[config.mk]
export PLATFORM = sky130hd
export DESIGN_NAME = cdb_rr_arbiter
export DESIGN_NICKNAME = d
export VERILOG_FILES = /design/src/rtl/cdb_pkg.sv /design/src/rtl/rr_pick.sv /design/src/rtl/cdb_rr_arbiter.sv
export SDC_FILE = /design/constraint.sdc
export NUM_CORES = 1
export LEC_CHECK = 0
export ABC_CLOCK_PERIOD_IN_PS = 2100
export CAP_MARGIN = 20
export CORE_MARGIN = 2
export CORE_UTILIZATION = 34
export CTS_CLUSTER_SIZE = 14
export DETAILED_ROUTE_END_ITERATION = 8
export PLACE_DENSITY = 0.78
export SETUP_SLACK_MARGIN = 0.02
export SLEW_MARGIN = 20
export SYNTH_ARGS = -nofsm -noshare
export SYNTH_HDL_FRONTEND = slang
export SYNTH_SLANG_ARGS = --single-unit
[constraint.sdc]
create_clock -name clk -period 2.1 [get_ports clk]
set_clock_uncertainty 0.15 [all_clocks]
set_input_delay 0.42 -clock clk [delete_from_list [all_inputs] [get_ports clk]]
set_output_delay 0.42 -clock clk [all_outputs]
set_load 0.005 [all_outputs]
[src/rtl/cdb_pkg.sv]
// Shared CDB definitions: default sizes and the bus packet
// seen by the ROB and reservation-station consumers.
package cdb_pkg;

  localparam int CDB_NUM_REQ = 4;
  localparam int CDB_DATA_W  = 32;
  localparam int CDB_TAG_W   = 6;

  typedef struct packed {
    logic                  valid;
    logic [CDB_TAG_W-1:0]  tag;
    logic [CDB_DATA_W-1:0] data;
  } cdb_pkt_t;

endpackage

[src/rtl/rr_pick.sv]
// Rotate-priority encoder: first set req at or above ptr wins.
// Ports: req, ptr in; gnt (one-hot), idx (binary), any out.
module rr_pick #(
  parameter int N  = 4,
  parameter int SW = $clog2(N)
) (
  input  logic [N-1:0]  req,
  input  logic [SW-1:0] ptr,
  output logic [N-1:0]  gnt,
  output logic [SW-1:0] idx,
  output logic          any
);

  logic [SW-1:0] j;

  // Walk offsets high to low so the nearest match to ptr lands last.
  // N is a power of two, so SW-bit addition is the modulo wrap.
  always_comb begin
    j   = ptr;
    idx = ptr;
    any = 1'b0;
    for (int k = N - 1; k >= 0; k--) begin
      j = ptr + SW'(k);
      if (req[j]) begin
        idx = j;
        any = 1'b1;
      end
    end
    gnt = any ? (N'(1) << idx) : '0;
  end

endmodule

[src/rtl/cdb_rr_arbiter.sv]
// Round-robin CDB arbiter: grants one producer per cycle and
// registers its result onto the bus (clk, reset, flush, req_*, cdb_*).
module cdb_rr_arbiter
  import cdb_pkg::*;
#(
  parameter  int NUM_REQ = CDB_NUM_REQ,
  parameter  int DATA_W  = CDB_DATA_W,
  parameter  int TAG_W   = CDB_TAG_W,
  localparam int SEL_W   = $clog2(NUM_REQ)
) (
  input  logic                      clk,
  input  logic                      reset,
  input  logic                      flush,
  input  logic [NUM_REQ-1:0]        req_valid,
  input  logic [NUM_REQ*DATA_W-1:0] req_data,
  input  logic [NUM_REQ*TAG_W-1:0]  req_tag,
  output logic [NUM_REQ-1:0]        req_ready,
  output logic [SEL_W-1:0]          cdb_sel,
  output logic                      cdb_valid,
  output logic [DATA_W-1:0]         cdb_data,
  output logic [TAG_W-1:0]          cdb_tag,
  output logic [SEL_W-1:0]          cdb_src
);

  logic [SEL_W-1:0]   ptr;
  logic [NUM_REQ-1:0] gnt;
  logic [SEL_W-1:0]   idx;
  logic               any;
  logic               xfer;

  rr_pick #(
    .N  (NUM_REQ),
    .SW (SEL_W)
  ) u_pick (
    .req (req_valid),
    .ptr (ptr),
    .gnt (gnt),
    .idx (idx),
    .any (any)
  );

  assign xfer      = any & ~flush;
  assign req_ready = flush ? '0 : gnt;
  assign cdb_sel   = idx;

  always_ff @(posedge clk or posedge reset) begin
    if (reset) begin
      ptr       <= '0;
      cdb_valid <= 1'b0;
      cdb_data  <= '0;
      cdb_tag   <= '0;
      cdb_src   <= '0;
    end else if (xfer) begin
      ptr       <= idx + SEL_W'(1);
      cdb_valid <= 1'b1;
      cdb_data  <= req_data[idx*DATA_W +: DATA_W];
      cdb_tag   <= req_tag[idx*TAG_W +: TAG_W];
      cdb_src   <= idx;
    end else begin
      cdb_valid <= 1'b0;
    end
  end

endmodule
==> results.toml <==
[worst_setup_path]
cp_cell_sequence = "nor2b_4 -> a2bb2oi_4 -> o211ai_4 -> inv_2 -> nor2_2 -> buf_2"
critical_path_class = "reg2out"
worstPathArrival_ns = 1.75
rr_endpoint = "cdb_tag[1]"
worstPathMaxFanout = 4
crit_path_start_kind = "flop"
crit_family = "compound AO/OA/AOI/OAI gates"
rr_worst_depth = 7
slowest_stage = "dfrtp_2"
cp_data_required_time_ns = 1.53
r2r_setup_slack_ns = -0.18
end_kind = "primary output"
cpPeakStageDelay_ns = 0.45
r2r_start = "ptr[0]"
critPathBufInv = 2

[clock_network]
cts_tree = "yes"
cts.clk_slew.worst_paths_ns = 0.09
cts_buffers = 5
clock_latency_ns = 0.29
h-tree-depth = 2
cts_hold_buffers = 0
root_buffer = "clkbuf_8"
clockBufferDepth = 2
cts.sinks = 43

[drt]
drt-wirelength-per-cell_um = 19.5
vias = 3856
vias_per_cell = 5.49
ant_nets = 0
drt_iter0_markers = 129
drc = 0
wl_um = 13700
drtPass1Iterations = 5

[power]
irDropWorstVdd_v = 0.000405
power_density_nw_per_um2 = 905
p_leak_nw = 2.73
totalPowerFinal_mw = 5.69

[finish]
antennaDiodeCount = 0
layout-drive-gt1-share = 0.221
seqCellArea_um2 = 1080
post-route-util = 0.677
syn2layout_area_growth_pct = 92.2
fill_cells = 720
final_common_cell = "clkdlybuf4s50_1"
multi_input_area_um2 = 2080
final_cell_mix = "195 x clkdlybuf4s50_1, 42 x dfrtp_1, 37 x inv_1"
finalNonFillerCells = 703
fin_nets = 733

[synthesis]
synthDistinctLibCells = 32
ys_seq_elements = 43
postSynthAreaPerCell_um2 = 9.62
synthCells = 340
ys_warn_count = 0
yosysSeqAreaShare = 0.329
synth_nets = 499
netlist_area_um2 = 3270

[timing]
holdWs_ns = 0.319
fin_ws_ns = -0.218
finalCritPeriodShare = 1.10
maxSlewViolCount = 0
setup_viol = 44
slew_headroom = 0.693
min_period_ns = 2.32
fin_tns_setup_ns = -5.10
tightestPinTransition_ns = 0.461
maxClockFrequency_mhz = 431
finalHoldViolations = 0
rsz0062_at_grt = "true"

[placed_design]
dp_hpwl_um = 8710
dp_cells = 666
numPortBuffers = 205
finalWeightedCongestion = 0.914

[floorplanning]
die_x_um = 102
core.rowCount = 35
die_h_um = 102
start_util = 0.352
dieArea_um2 = 10400
coreArea_um2 = 9280
ios = 206

[global_routing]
grt_overflow = 0
grt_use_total = 0.239
antenna_found_initial = 0
grt_pass1_wl_um = 19100
grt_max_degree = 44
grt_pass1_vias = 3819

[outcome]
outcome = "complete, but fails checks"
violations = "setup timing"

[hold_path]
hp-class = "in2async"

[run]
drv_cap = 0
## per-layer routing
layer  vias to the layer above  part of all wire  routed length, um  GRT usage
met5                         -                 0                  0          0
met4                         0             0.026                355     0.0923
met3                        40             0.084               1150     0.0650
met2                       213              0.52               7060      0.440
met1                      1857              0.37               5130      0.259
li1                       1746                 -                  -          -
## worst min-delay path: stages
cell and delay, ns:
clkdlybuf4s50_1 0.41, inv_2 0.07, buf_12 0.25
## layout make-up
class	instances	area share
repair buffers	262	0.434
multi-input cells	222	0.331
flip-flops and latches	43	0.171
well taps	129	0.0257
inverters	40	0.0239
clock buffers	6	0.0131
clock inverters	1	0.000796
## repair_timing
| action | 4_1_cts | 5_1_grt |
|---|---|---|
| cloned | 4 | 5 |
| setup buffers | 12 | 13 |
| pin swaps | 19 | 28 |
| setup endpoints to repair | 46 | 44 |
| resized for setup | 68 | 47 |
| endpoints found under the hold margin | 0 | 0 |
## cells in the mapped netlist, drive strengths merged
library cell	n	area [um2]
a21o	1	7.51
a21oi	1	5.00
a221o	2	20.0
a2bb2oi	1	26.3
and3b	1	8.76
buf	12	82.6
clkbuf	23	86.3
dfrtp	43	1080
inv	40	150
mux2	38	432
nand2	9	33.8
nand2b	37	231
nor2	6	22.5
nor2b	4	25.0
nor3	4	20.0
nor4	1	12.5
o2111ai	36	315
o211a	36	360
o211ai	37	292
o21a	1	7.51
o21ai	4	31.3
o31ai	2	15.0
xnor2	1	8.76
## logic make-up after synthesis
| group | Yosys count | share of synthesized area |
|---|---|---|
| flops | 43 | 0.329 |
| simple gates | 62 | 0.108 |
| mux | 38 | 0.132 |
| xor+xnor | 1 | 0.00268 |
| buf+inv | 75 | 0.0976 |
| compound gates | 121 | 0.330 |
## flip-flops by register name, summed over array words and instances (netlist names)
name and count:
cdb_src 2, ptr 2, cdb_valid 1, cdb_data 32
cdb_tag 6
## report_power, final
part	leakage, nW	switching (mW)	total [mW]	internal [mW]
Combinational	2.20	1.47	3.77	2.31
Sequential	0.483	0.194	1.37	1.17
Clock	0.0470	0.290	0.549	0.259
## how the worst max path moves through the flow
stage	end	slack [ns]	cells past startpoint	startpoint
after floorplan	req_ready[3]	0.03	6	req_valid[0]
after global placement	req_ready[2]	-0.80	7	req_valid[0]
after detailed placement	cdb_tag[1]	-0.83	7	req_valid[2]
after CTS	req_ready[0]	-0.17	8	ptr[1]
after global routing	req_ready[2]	-0.30	6	ptr[0]
final	req_ready[2]	-0.22	6	ptr[0]
## through the flow
stage	worst slack, ns	cell area [um2]
2_1_floorplan	0.0262	3270
3_3_place_gp	-0.799	5540
3_5_place_dp	-0.830	5540
4_1_cts	-0.171	5920
5_1_grt	-0.296	6280
6_report	-0.218	6280
Power figures use the tool's default switching activity.
